### config.mk
export PLATFORM = sky130hd
export DESIGN_NAME = dmem_access_ctrl
export DESIGN_NICKNAME = d
export VERILOG_FILES = /design/src/rtl/dmem_access_ctrl.sv
export SDC_FILE = /design/constraint.sdc
export NUM_CORES = 1
export LEC_CHECK = 0
export ABC_AREA = 1
export CAP_MARGIN = 15
export CORE_ASPECT_RATIO = 1.5
export CORE_MARGIN = 1
export CORE_UTILIZATION = 40
export DETAILED_ROUTE_END_ITERATION = 10
export PLACE_DENSITY = 0.87
export SLEW_MARGIN = 20
export SYNTH_ARGS = -nofsm -noshare
export SYNTH_HDL_FRONTEND = slang
export SYNTH_SLANG_ARGS = --single-unit
### constraint.sdc
create_clock -name clk -period 4.1 [get_ports clk]
set_input_delay 0.615 -clock clk [delete_from_list [all_inputs] [get_ports clk]]
set_output_delay 0.615 -clock clk [all_outputs]
set_load 0.1 [all_outputs]
### src/rtl/dmem_access_ctrl.sv
// Data-memory port arbiter: CPU MEM stage has priority, debug dump engine reads in idle slots.
// Latency: comb mux to memory; a dump word reaches dbg_valid 2 cycles after ISSUE (MAX_WAIT+2 worst case).
// Backpressure: CPU held via cpu_stall on a forced debug slot; dump word held until dbg_ready.
// Ports: cpu_* = MEM stage request/response, dbg_* = dump control and valid/ready word stream,
//        mem_* = single-port data memory (read data returns one cycle after a read is issued).
module dmem_access_ctrl #(
  parameter int ADDR_W   = 5,
  parameter int DATA_W   = 32,
  parameter int MAX_WAIT = 4
) (
  input  logic              clk,
  input  logic              rst,
  input  logic [1:0]        cpu_rw,
  input  logic [ADDR_W-1:0] cpu_addr,
  input  logic [DATA_W-1:0] cpu_wdata,
  output logic [DATA_W-1:0] cpu_rdata,
  output logic              cpu_stall,
  input  logic              dbg_start,
  input  logic              dbg_abort,
  input  logic [ADDR_W-1:0] dbg_base,
  input  logic [ADDR_W:0]   dbg_count,
  output logic [DATA_W-1:0] dbg_data,
  output logic              dbg_valid,
  input  logic              dbg_ready,
  output logic              dbg_busy,
  output logic              dbg_done,
  output logic [1:0]        mem_rw,
  output logic [ADDR_W-1:0] mem_addr,
  output logic [DATA_W-1:0] mem_wdata,
  input  logic [DATA_W-1:0] mem_rdata
);

  localparam int WAIT_W = $clog2(MAX_WAIT + 1);

  typedef enum logic [2:0] {IDLE, ISSUE, WAIT_DATA, PRESENT, DONE} state_t;

  state_t              state, state_nxt;
  logic [ADDR_W-1:0]   cur_addr, cur_addr_nxt;
  logic [ADDR_W:0]     remaining, remaining_nxt;
  logic [WAIT_W-1:0]   wait_cnt, wait_cnt_nxt;
  logic [DATA_W-1:0]   dbg_data_nxt;
  logic                dbg_valid_nxt;
  logic                cpu_req;
  logic                grant_dbg;

  // 2'b11 from the MEM stage is treated as no request.
  assign cpu_req   = (cpu_rw == 2'b01) || (cpu_rw == 2'b10);
  // Debug takes the port when the CPU is idle, or forcibly once it has been denied MAX_WAIT times.
  assign grant_dbg = (state == ISSUE) && (!cpu_req || (wait_cnt == WAIT_W'(MAX_WAIT)));
  assign cpu_stall = grant_dbg && cpu_req;
  assign cpu_rdata = mem_rdata;
  assign dbg_busy  = (state != IDLE);
  assign dbg_done  = (state == DONE);

  always_comb begin
    mem_rw    = 2'b00;
    mem_addr  = cpu_addr;
    mem_wdata = cpu_wdata;
    if (grant_dbg) begin
      mem_rw   = 2'b10;
      mem_addr = cur_addr;
    end else if (cpu_req) begin
      mem_rw   = cpu_rw;
    end
  end

  always_comb begin
    state_nxt     = state;
    cur_addr_nxt  = cur_addr;
    remaining_nxt = remaining;
    wait_cnt_nxt  = wait_cnt;
    dbg_data_nxt  = dbg_data;
    dbg_valid_nxt = dbg_valid;
    case (state)
      IDLE: begin
        if (dbg_start) begin
          if (dbg_count != '0) begin
            cur_addr_nxt  = dbg_base;
            remaining_nxt = dbg_count;
            wait_cnt_nxt  = '0;
            state_nxt     = ISSUE;
          end else begin
            state_nxt = DONE;
          end
        end
      end
      ISSUE: begin
        // A read granted in the same cycle as an abort still reaches memory; its data is never captured.
        if (dbg_abort) begin
          state_nxt = IDLE;
        end else if (grant_dbg) begin
          wait_cnt_nxt = '0;
          state_nxt    = WAIT_DATA;
        end else begin
          wait_cnt_nxt = wait_cnt + WAIT_W'(1);
        end
      end
      WAIT_DATA: begin
        if (dbg_abort) begin
          state_nxt = IDLE;
        end else begin
          dbg_data_nxt  = mem_rdata;
          dbg_valid_nxt = 1'b1;
          state_nxt     = PRESENT;
        end
      end
      PRESENT: begin
        // Abort wins over a simultaneous handshake: the word is dropped and no done pulse follows.
        if (dbg_abort) begin
          dbg_valid_nxt = 1'b0;
          state_nxt     = IDLE;
        end else if (dbg_ready) begin
          dbg_valid_nxt = 1'b0;
          remaining_nxt = remaining - (ADDR_W+1)'(1);
          cur_addr_nxt  = cur_addr + ADDR_W'(1);
          state_nxt     = (remaining == (ADDR_W+1)'(1)) ? DONE : ISSUE;
        end
      end
      DONE: begin
        state_nxt = IDLE;
      end
      default: begin
        state_nxt = IDLE;
      end
    endcase
  end

  always_ff @(posedge clk or posedge rst) begin
    if (rst) begin
      state     <= IDLE;
      cur_addr  <= '0;
      remaining <= '0;
      wait_cnt  <= '0;
      dbg_data  <= '0;
      dbg_valid <= 1'b0;
    end else begin
      state     <= state_nxt;
      cur_addr  <= cur_addr_nxt;
      remaining <= remaining_nxt;
      wait_cnt  <= wait_cnt_nxt;
      dbg_data  <= dbg_data_nxt;
      dbg_valid <= dbg_valid_nxt;
    end
  end

endmodule

* Word-level counts from Yosys, hierarchy flattened
Index checks and enable logic that the tools add are counted.
W data, S select, Z words.
** Storage, ports and cells
- Bits in registers :: 50
- Bits of input ports :: 87
- Output and inout port bits :: 107
- Word-level logic and storage cells :: 73
** Cells by class
- $add $sub $neg :: 3
- Equality and inequality tests :: 16
- Multiplexer cells :: 31
- Bitwise gates (word level) :: 1
- Reduce and logical (&&, ||, !) cells :: 16
** Operator list (count)
- $mux W3 :: 11
- $mux W5 :: 5
- $mux W6 :: 4
- $ne A2 B2 Y1 const B :: 6
- $pmux W3 S4 :: 1
- $pmux W6 S2 :: 1
- $pmux W5 S2 :: 1
- $eq A3 B2 Y1 const B :: 2
- $eq A3 B3 Y1 const B :: 2
- $eq A6 B1 Y1 const B :: 1
- $mux W2 :: 3
- $ne A3 B3 Y1 const B :: 2
- $pmux W3 S2 :: 1
- $reduce_and A3 Y1 :: 2
- $reduce_bool A2 Y1 :: 3
- $reduce_bool A6 Y1 :: 1
- $sub A6 B1 Y6 const B :: 1
- $add A5 B1 Y5 const B :: 1
- $reduce_and A5 Y1 :: 1
- $reduce_and A4 Y1 :: 1
- $add A3 B1 Y3 const B :: 1
- $eq A3 B1 Y1 const B :: 1
- $logic_not A3 Y1 :: 1
- $mux W1 :: 3
- other kinds (9) :: 11

* Depth between registers and ports, before layout
Gate-level depths: netlist of the first run.
- Depth in word-level cells :: 8
- Depth in mapped cells :: 10
- Gate-level depth less buffers :: 9

* Least setup slack after synthesis of the first run
Ideal clock, no wire load.
- Kind :: input-to-output
- Start :: input cpu_rw[0]
- End :: output mem_addr[3]
- Arrival :: 3.403 ns
- Required time :: 3.485 ns
- Setup slack :: 0.082 ns
- Stages :: 6
- Path buffers :: 0
- Cells stage by stage :: inv_1 ha_1 a21oi_1 nor2_2 inv_1 o21ai_0
** On the way
- Word-level cells in the longest chain between the ends :: 6
- Elaborated cells on any way between the ends :: 7
- Those cells by class :: eq/ne (2); mux (1); reduce/logical (4)
** Ends and longest elaborated chain
- start: declaration :: line 13 : input logic [1:0] cpu_rw,
- $eq A2 B1 Y1 or $eq A2 B2 Y1 (tied branches) :: line 47 : assign cpu_req = (cpu_rw == 2'b01) || (cpu_rw == 2'b10);
- $logic_or A1 B1 Y1 (*) :: line 47
- $logic_not A1 Y1 (*) :: line 49 : assign grant_dbg = (state == ISSUE) && (!cpu_req || (wait_cnt == WAIT_W'(MAX_WAIT)));
- $logic_or A1 B1 Y1 (*) :: line 49
- $logic_and A1 B1 Y1 (*) :: line 49
- $mux W5 (*) :: line 59 : if (grant_dbg) begin
- end: declaration :: line 28 : output logic [ADDR_W-1:0] mem_addr,
Every way passes the cells marked *; elsewhere a longest branch is shown, timed or not.

* Worst setup path after layout of the first run
- Start :: input cpu_rw[0]
- End :: output mem_addr[2]
The elaborated chain is that of the path after synthesis.

==> summary by stage, run 1 <==
Floorplanning
The starting density of the core is 41.8%. From left edge to right edge, the die measures 73.4 um. From bottom edge to top edge, the die measures 109 um.

The initialized floorplan defines 38 standard-cell rows. The core region is 0.00732 mm2. The overall die area is 0.00801 mm2.

For this design the top-level I/O count stands at 194.

Detailed routing
The detail-routed net length per standard cell is 13.2 um. The number of routed nets with antenna violations is 0. The ratio of routed vias to standard cells is 4.82.

The first detailed-routing pass took 4 iterations. Summed over all layers, the routed wires come to 7600 um. The via count of the routed design is 2,771. The number of remaining DRC errors is 0.

The number of DRC markers in iteration 0 is 179.

Timing
Derived from the worst setup path, the maximum achievable clock frequency is 324 MHz. The shortest period the worst path allows is 3.09 ns. For the pin with the worst max-slew slack, the measured transition is 1.05 ns. The count of pins over their slew limit came to 0. The relative slew slack is 30.0%. Summed over all failing endpoints, the final setup total negative slack is 0 ns. The final clock period utilization by the worst path is 75.3%. Across the routed clock network, the largest skew measured is 0.00384 ns. The final hold violation count is 0. Setup violations remaining at the end of the flow were counted as 0. Setup repair after global routing left no endpoint under its margin.

Final layout
The post-route netlist has 7.79% of its cells at a drive strength greater than 1. From synthesis to final layout, the design area changed by 31.4%. 0 antenna diodes ended up in the layout.

The number of nets in the layout is 568. The sequential cell area in the final layout is 0.00125 mm2. Summing all multi-input logic gate instances after layout gives 0.00117 mm2.

The number of filler cells placed in the layout is 712.

Logic synthesis
For this run, the number of Yosys warnings is 0. The library cell occupying the most area in the post-synthesis netlist is dfrtp_1. After synthesis, the largest family of logic cells by area is simple AND/OR/NAND/NOR gates. The sequential element share of the synthesized area is 40.9%.

Of the post-synthesis cell area, the part taken by muxes is 0%. Of all flip-flops after synthesis, the portion carrying an async set or reset was 100%. In the synthesized netlist the dominant register cell turns out to be dfrtp_1. The number of nets in the synthesized netlist is 507. The top-area cell type share of the netlist area is 40.9%.

The xor and xnor fraction of the mapped netlist area is 0.286%. Summing the areas of all and, or, nand and nor instances in the mapped netlist gives 31.6% of the synthesized area. In this run, synthesis inferred 0 flip-flops with an integrated enable.

The synthesized area divided by synthesized cell count is 7.41 um2. Yosys attributes the largest share of cell area to dfrtp_1 41%, nand2_1 19%, buf_4 16%. The complex-gate fraction of the synthesized area is 3.52%.

Summing every instance area after synthesis gives 0.00306 mm2. After Yosys synthesis, full adders, half adders and majority gates account for 2.86% of the synthesized area. In the post-synthesis netlist, the cell with the most instances is nand2_1. The cell count after synthesis is 413. The number of library cell types mapped by synthesis is 23. After synthesis the netlist holds a flip-flop and latch count of 50.

Counting instances in the post-synthesis netlist gives the leading cell types as 155 x nand2_1, 66 x buf_4, 50 x dfrtp_1.

Global routing
The initial antenna violation count is 0. Entering global routing, the biggest net connects 51 pins. In the global route stage, overall resource usage came out at 19.6%. For this run the aggregate overflow at the end of global routing stands at 0.

The global-route wire length before repair is 12,000 um. The via count of the first global-routing pass is 2,694.

Outcome
The run finished with clean final reports.

Clocking
At the later pin of the worst-skew pair, clock insertion delay measures 0.30 ns. The number of hold-repair buffers added at the cts stage is 0. The number of clock buffers added by TritonCTS is 5. The number of setup buffers added after CTS is 0. The clock transition at the registers of the reported paths is 0.08 ns. The clock sink total is 50.

In this run, post-CTS repair resized a total of 0 instances. CTS placed an instance of clkbuf_8 at the clock tree root. TritonCTS built the clock tree. The clock passes through at most 2 buffers. The H-tree generated during clock tree synthesis spans 2 levels.

Worst setup path
The required arrival time at the worst endpoint is 3.48 ns. The worst setup path is launched from a primary input. Data arrives at the worst endpoint at 2.47 ns. STA classifies the critical path endpoint as an output pin. The worst-path maximum fanout is 8.

The worst setup path is of the in -> out kind.

Min path
The type of the worst min-delay path is reg -> reg.

Job
The tool flagged a number of max-cap violations equal to 0.

Placed design
The wire-length estimate of the detail-placed layout is 5730 um. In this run the tool buffered the top-level ports with 129 buffer cells. The weighted congestion reported at the end of routability-driven placement is 0.825.
## cells in the final DEF, fill, tap and decap left out, drive strengths merged
cell type / n
a21o: 1
a21oi: 7
buf: 16
clkbuf: 8
clkdlybuf4s50: 115
clkinv: 1
dfrtp: 50
ha: 7
inv: 23
nand2: 156
nand3: 46
nand4: 2
nor2: 25
nor3: 2
o21ai: 13
or2: 2
xnor2: 1
## area by class of cell
class | instances | share of cell area, %
inverter | 24 | 2.27
timing repair buffer | 131 | 31.6
multi-input combinational | 262 | 29.2
clock buffer | 8 | 2.74
tap | 100 | 3.11
sequential | 50 | 31.1
## state kept, by name, indices dropped and copies added (netlist names)
signal / count
cur_addr: 5
wait_cnt: 3
state: 3
dbg_valid: 1
remaining: 6
dbg_data: 32
## worst paths after layout
check,end,slack [ns],cells after the start,from
worst min-delay path,dbg_data[8]$_DFFE_PP0N_,0.47,2,dbg_data[8]$_DFFE_PP0N_
worst max register to register,remaining[2]$_DFFE_PP0P_,1.95,7,state[0]$_DFFE_PP0P_
max in group asynchronous,dbg_data[4]$_DFFE_PP0N_,2.81,2,rst
worst max-delay path,mem_addr[2],1.01,9,cpu_rw[0]
min in group asynchronous,dbg_data[25]$_DFFE_PP0N_,0.78,2,rst
worst min register to register,dbg_data[8]$_DFFE_PP0N_,0.47,2,dbg_data[8]$_DFFE_PP0N_
## cells by family (layout without fill, tap and decap cells)
group	Yosys count	count (layout)
buf+inv	101	163
simple gates	233	233
fa+ha+maj	7	7
compound gates	21	21
flops	50	50
xor+xnor	1	1
## through the flow
step                instance area, um2  setup WS [ns]  util, %  cells  hold WS [ns]
detailed placement                3910           1.02     53.4    567         0.458
global route                      4020          0.866     54.9    575         0.504
global placement                  3910           1.08     53.4    567         0.454
finish                            4020           1.01     54.9    575         0.473
CTS                               4020          0.999     54.9    575         0.478
floorplan                         3060         0.0824        -    413         0.467
## metal layers
layer  GRT usage (%)  wire length [um]  share of wire, %
met5               0                 0                 0
met4            11.4               279               3.7
met3            3.60               496               6.5
met2            38.5              4160                55
met1            18.3              2660                35
## worst max-delay path: stages
cell and delay [ns]:
clkdlybuf4s50_1 0.49, inv_1 0.05, ha_1 0.30, a21oi_1 0.25, nor2_2 0.11, inv_1 0.20
nand2_1 0.11, nand2_1 0.08, buf_4 0.28
Power of run 1 is not shown: default switching activity piles up to over one toggle a cycle in this logic, so the estimate is an artifact.
==> run 2: changes to the inputs <==
--- a/config.mk
+++ b/config.mk
@@ -9,9 +9,9 @@
 export CAP_MARGIN = 15
 export CORE_ASPECT_RATIO = 1.5
 export CORE_MARGIN = 1
-export CORE_UTILIZATION = 40
+export CORE_UTILIZATION = 34
 export DETAILED_ROUTE_END_ITERATION = 10
-export PLACE_DENSITY = 0.87
+export PLACE_DENSITY = 0.79
 export SLEW_MARGIN = 20
 export SYNTH_ARGS = -nofsm -noshare
 export SYNTH_HDL_FRONTEND = slang
==> constraint.sdc (replaced) <==
create_clock -name clk -period 2.5 [get_ports clk]
set_input_delay 0.375 -clock clk [delete_from_list [all_inputs] [get_ports clk]]
set_output_delay 0.375 -clock clk [all_outputs]
set_load 0.1 [all_outputs]
==> summary by stage, run 2 (same netlist as run 1, synthesis figures left out) <==
Outcome
The flow ran to the end, and the final reports show no timing, DRC or antenna violations.

Detailed routing
The ratio of routed vias to standard cells is 4.73 (-1.9%). The final routed wirelength across all metal layers is 7530 um (-0.93%). The via count of the routed design is 2,804 (+1.2%). The detail-routed net length per standard cell is 12.7 um (-3.9%). The number of DRC markers in iteration 0 is 131 (-27%). The number of iterations in the first detailed-routing pass is 4 (unchanged).

The number of routed nets with antenna violations is 0 (unchanged). The number of remaining DRC errors is 0 (unchanged).

Clocking
The clock sink total came to 50 (unchanged). The post-CTS repair timing setup buffer count came to 0 (unchanged). The TritonCTS buffer count is 5 (unchanged).

The number of hold-repair buffers added at the cts stage is 0 (unchanged). TritonCTS built the clock tree. The maximum root-to-sink buffer count is 2 (unchanged). The root cell of the clock tree is clkbuf_16. The maximum level of the CTS H-tree is 2 (unchanged).

The clock network latency to the later pin of the worst-skew pair is 0.29 ns (about the same). The clock transition at the registers of the reported paths is 0.07 ns (about the same).

Final layout
The largest registers in the layout are dbg_data (32), remaining (6), cur_addr (5). The commonest non-fill, non-tap cell in the layout is nand2_1. The number of nets in the layout is 576 (+1.4%). In the layout the commonest cells are 155 x nand2_1, 76 x buf_4, 54 x clkdlybuf4s50_1. The number of cells in the finished layout apart from fillers is 593 (+3.1%). The share of layout cells above drive strength 1 is 22.8% (+15 points). The total inserted antenna cells came to 0 (unchanged). From synthesis to final layout, the design area changed by 34.2%. The register bank with the most flops is dbg_data. The number of flip-flops in the largest register is 32 (unchanged).

Timing
The number of failing setup endpoints in the final timing report is 0 (unchanged). The final hold violation count is 0 (unchanged). The count of pins over their slew limit is 0 (unchanged). The worst clock skew on the final layout is 0.00582 ns (+0.00198 ns).

Setup repair after global routing left no endpoint under its margin. After layout, the minimum clock period comes to 2.33 ns. The relative slew slack is 68.6% (+39 points). The maximum achievable frequency is 430 MHz.

The final clock period utilization by the worst path is 93.0%. The slew at the pin with the worst max-slew slack is 0.470 ns (-0.577 ns).

Global routing
The initial antenna violation count is 0 (unchanged). The overall track demand over capacity in global routing came to 16.6% (-3.0 points). The total congestion overflow is 0 (unchanged). The via count of the first global-routing pass is 2,693 (-0.037%). The global-route wire length before repair is 12,300 um (+3.0%).

The pin count of the biggest net entering global routing is 51 (unchanged).

Placed design
The number of cells in the design after placement was 585 (+3.2%). The count of buffers from port buffering is 129 (unchanged). The weighted congestion reported at the end of routability-driven placement is 0.828 (+0.42%). The placed wire-length estimate is 5690 um (-0.56%).

Floorplanning
The number of top-level pins was 194 (unchanged). The overall die area is 0.00939 mm2 (+17%). The die outline height came to 118 um (+8.3%). The number of rows in the core area was 42 (+11%). The core area was 0.00878 mm2 (+20%). The starting density of the core is 34.9% (-6.9 points). The width of the chip came to 79.5 um (+8.2%).

Worst setup path
The data arrival time of the worst path is 1.95 ns (-0.52 ns). The required arrival time at the worst endpoint is 2.12 ns (-1.36 ns). The most critical setup path has its startpoint at cpu_rw[0]. The worst-path maximum fanout is 8 (unchanged).

The category of the critical setup timing path is in -> out. STA classifies the critical path endpoint as an output pin. STA classifies the critical path startpoint as a primary input. The start of the worst register-to-register path is state[2]$_DFFE_PP0P_.

Job
The max capacitance violation total is 0 (unchanged).

Min path
The type of the worst min-delay path is in -> async.
## run 2: changes by cell type in the layout (fill, tap and decap cells not counted), moves of 2 or more
| cell | before | now |
|---|---|---|
| clkdlybuf4s50_1 | 115 | 54 |
| buf_4 | 16 | 76 |
| buf_12 | 0 | 9 |
| o21ai_2 | 0 | 2 |
| clkbuf_8 | 8 | 1 |
| clkbuf_16 | 0 | 5 |
| o21ai_0 | 12 | 10 |
| inv_2 | 5 | 7 |
## run 2: final cells by class
cell class,count,area [um2]
multi-input cells,262,1190
inverters,24,90.1
flip-flops and latches,50,1250
clock buffers,7,143
well taps,110,138
clock inverters,1,5.00
repair buffers,139,1290
fillers,832,4670
## run 2: final timing paths
kind	endpoint	slack, ns	cells after the start
setup / recovery	mem_addr[0]	0.17	9
hold / removal	remaining[3]$_DFFE_PP0P_	0.44	3
setup reg to reg	remaining[4]$_DFFE_PP0P_	0.72	7
hold reg to reg	dbg_data[23]$_DFFE_PP0N_	0.47	2
max in group asynchronous	dbg_data[11]$_DFFE_PP0N_	1.82	3
min in group clk	dbg_data[23]$_DFFE_PP0N_	0.47	2
## run 2: per-stage QoR
| stage | TNS, ns | utilization [%] | setup WS [ns] | hold WS [ns] | cell area (um2) |
|---|---|---|---|---|---|
| floorplan | -0.880 | - | -0.283 | 0.467 | 3070 |
| global route | 0 | 46.8 | 0.0235 | 0.484 | 4110 |
| detailed placement | -0.00354 | 45.0 | -0.00354 | 0.461 | 3950 |
| global placement | 0 | 45.0 | 0.0703 | 0.458 | 3950 |
| finish | 0 | 46.8 | 0.175 | 0.439 | 4110 |
| CTS | 0 | 46.7 | 0.0724 | 0.449 | 4100 |
## run 2: critical path, stage by stage
cell,delay [ns]
clkdlybuf4s50_1,0.49
inv_1,0.05
ha_1,0.31
a21oi_2,0.15
nor2_2,0.07
inv_2,0.13
nand2_1,0.07
nand2_1,0.11
buf_12,0.18
## run 2: timing repair
| action | 4_1_cts | 5_1_grt |
|---|---|---|
| cloned | 0 | 0 |
| endpoints found under the hold margin | 0 | 0 |
| resized for setup | 1 | 3 |
| setup endpoints to repair | 2 | 2 |
## run 2: metal layers
layer	share of wire (%)	vias up	track usage, %	wire, um
met5	0	-	0	0
met4	4.2	0	9.66	319
met3	5.9	38	2.70	444
met2	53	102	30.3	4010
met1	37	1305	17.2	2760
li1	-	1359	-	-
Power of run 2 is left out for the same reason.
==> run 3: changes to the inputs <==
==> constraint.sdc (replaced) <==
create_clock -name clk -period 1.9 [get_ports clk]
set_input_delay 0.285 -clock clk [delete_from_list [all_inputs] [get_ports clk]]
set_output_delay 0.285 -clock clk [all_outputs]
set_load 0.1 [all_outputs]
==> summary by stage, run 3 (same netlist as run 1, synthesis figures left out) <==
Final layout
The commonest non-fill, non-tap cell in the layout is nand2_1. In the final layout, the registers with the most flip-flops are dbg_data (32), remaining (6), cur_addr (5). The total inserted antenna cells is 0 (unchanged). The number of nets in the layout is 594 (+3.1%).

The area growth from synthesis to layout is 58.7%. The share of layout cells above drive strength 1 is 28.3% (+5.6 points). The register bank with the most flops is dbg_data. The number of flip-flops in the largest register was 32 (unchanged). In the layout the commonest cells are 150 x nand2_1, 57 x buf_4, 52 x clkdlybuf4s50_1. The number of filler cells placed in the layout is 730 (-12%).

Floorplanning
The die outline height is 118 um (unchanged). The core area is 0.00878 mm2 (unchanged). The starting density of the core is 34.9% (unchanged).

The number of rows in the core area is 42 (unchanged). The overall die area is 0.00939 mm2 (unchanged). The number of top-level pins is 194 (unchanged). The width of the chip came to 79.5 um (unchanged).

Timing
Subtracting the final worst setup slack from the clock period gives 1.93 ns. For this run, the top clock speed supported by timing is 518 MHz. The worst hold slack across all endpoints was 0.338 ns (-0.101 ns). Dividing the final minimum period by the clock period gives 102%. The number of failing setup endpoints in the final timing report came to 2 (+2).

The final hold violation count was 0 (unchanged). The worst clock skew on the final layout was 0.00449 ns (-0.00134 ns). The setup slack of the critical path after layout is -0.0318 ns (-0.207 ns). Setup repair after global routing could not meet its margin everywhere.

The slew at the pin with the worst max-slew slack came to 0.469 ns (-0.00132 ns). The count of pins over their slew limit came to 0 (unchanged). The relative slew slack came to 68.7% (+0.17 points).

Detailed routing
The via count of the routed design was 2,920 (+4.1%). The number of remaining DRC errors is 0 (unchanged). The number of iterations in the first detailed-routing pass is 4 (unchanged). The ratio of routed vias to standard cells is 4.78 (+1.1%).

The number of DRC markers in iteration 0 is 125 (-4.6%). The number of routed nets with antenna violations came to 0 (unchanged). The detail-routed net length per standard cell is 13.7 um (+8.0%). The final routed wirelength across all metal layers was 8380 um (+11%).

Global routing
The via count of the first global-routing pass was 2,986 (+11%). The initial antenna violation count is 0 (unchanged). The total congestion overflow is 0 (unchanged). The pin count of the biggest net entering global routing is 35 (-31%). The global-route wire length before repair came to 13,700 um (+11%). The overall track demand over capacity in global routing came to 18.8% (+2.2 points).

Worst setup path
The worst setup path is of the reg -> out kind. The required arrival time at the worst endpoint is 1.62 ns (-0.50 ns). The stage delay of the slowest cell on the critical path was 0.41 ns (-0.08 ns).

Walking the worst path, the cells encountered are nor2_4, nand2_4, nor2_4, inv_4, buf_6, o21ai_4, buf_12. The cell repeated most along the worst path is nor2_4. The endpoint class of the critical path is an output pin. The startpoint type of the worst setup path is a flop. The worst-path maximum fanout is 7 (-1). The slowest cell on the critical path is dfrtp_1.

The data arrival time of the worst path was 1.65 ns (-0.30 ns).

Placed design
The placed wire-length estimate is 6410 um (+13%). The count of buffers from port buffering is 129 (unchanged). The weighted congestion reported at the end of routability-driven placement was 0.872 (+5.3%).

Outcome
The checks that failed: negative setup slack. The flow ran to the end, but the final reports show violations.

Clocking
The clock tree from TritonCTS is done. The clock network latency to the later pin of the worst-skew pair is 0.29 ns (about the same). The root cell of the clock tree is clkbuf_16.

The clock sink total was 50 (unchanged). The TritonCTS buffer count was 5 (unchanged). The maximum level of the CTS H-tree is 2 (unchanged). The clock transition at the registers of the reported paths is 0.06 ns (about the same). The maximum root-to-sink buffer count is 2 (unchanged).

Power and ir drop
The net load switching power is 5.74 mW. The overall power consumption is 9.89 mW. The part of the power in registers is 19.9%. The switching share of total power is 58.0%.

Of the total power, the clock network draws 11.8%. The areal power density over the cells is 2040 mW/mm2. The total leakage power is 2.46 nW. The internal power component is 4.15 mW.

The maximum VDD drop is 1.40 mV. Per report_power, the combinational group accounts for 68.2% of the total.

Job
The max capacitance violation total is 0 (unchanged).

Min path
The type of the worst min-delay path is in -> async.
[run 3: path summary, 6_finish.rpt]
| kind | slack [ns] | end | cells past startpoint | start |
|---|---|---|---|---|
| min reg2reg | 0.47 | dbg_data[26]$_DFFE_PP0N_ | 2 | dbg_data[26]$_DFFE_PP0N_ |
| max | -0.03 | mem_addr[4] | 7 | state[2]$_DFFE_PP0P_ |
| min | 0.34 | remaining[0]$_DFFE_PP0P_ | 2 | rst |
| max reg2reg | 0.29 | remaining[5]$_DFFE_PP0P_ | 8 | state[2]$_DFFE_PP0P_ |
| min in group clk | 0.47 | dbg_data[26]$_DFFE_PP0N_ | 2 | dbg_data[26]$_DFFE_PP0N_ |
| max in group asynchronous | 1.05 | dbg_data[16]$_DFFE_PP0N_ | 3 | rst |
[run 3: power by group through the flow]
| stage | Combinational (mW) | Clock, mW | Sequential [mW] |
|---|---|---|---|
| 5_1_grt | 7.10 | 1.24 | 2.03 |
| 4_1_cts | 6.74 | 1.20 | 1.96 |
| 3_5_place_dp | 6.58 | 0 | 1.97 |
| 6_report | 6.75 | 1.17 | 1.97 |
| 2_1_floorplan | 2.59 | 0 | 4.49 |
| 3_3_place_gp | 6.47 | 0 | 1.94 |
[run 3: critical path: cells and delay by family (launching register included)]
kind,cells,cell delay [ns]
DFF,1,0.41
buffers and inverters,3,0.39
AOI/OAI and AO/OA,1,0.14
and+or+nand+nor,3,0.41
[run 3: metal layers]
| layer | routed length (um) | global-route usage [%] | vias to the layer above |
|---|---|---|---|
| met3 | 468 | 3.63 | 53 |
| met4 | 615 | 14.3 | 0 |
| met2 | 4600 | 35.0 | 113 |
| li1 | - | - | 1404 |
| met1 | 2700 | 16.9 | 1350 |
| met5 | 0 | 0 | - |
[run 3: cell type report]
type / instances / area (um2) / share of cell area [%]
Clock buffer: 6 / 139 / 2.86
Clock inverter: 2 / 60.1 / 1.24
Inverter: 24 / 92.6 / 1.91
Multi-Input combinational cell: 262 / 1300 / 26.7
Sequential cell: 50 / 1250 / 25.8
Tap cell: 110 / 138 / 2.83
Timing Repair Buffer: 157 / 1880 / 38.7
[run 3: what timing repair did]
action,4_1_cts,5_1_grt
endpoints found under the setup margin,8,16
cloned,0,0
setup buffers,7,1
gates resized for setup,15,4
hold buffers,0,0
endpoints found under the hold margin,0,0
pin swaps,6,5
[run 3: metrics by stage]
step                      TNS [ns]  util [%]  std cells  cell area [um2]  setup slack, ns
after floorplan             -0.351         -        413             3130           -0.129
after global placement       -2.33      51.7        595             4530           -0.335
after detailed placement     -2.79      51.7        595             4530           -0.396
after CTS                  -0.0991      55.0        610             4830          -0.0642
after global routing        -0.446      55.3        611             4860           -0.101
final                      -0.0568      55.3        611             4860          -0.0318
Note: power is estimated with default switching activity, not from simulation.
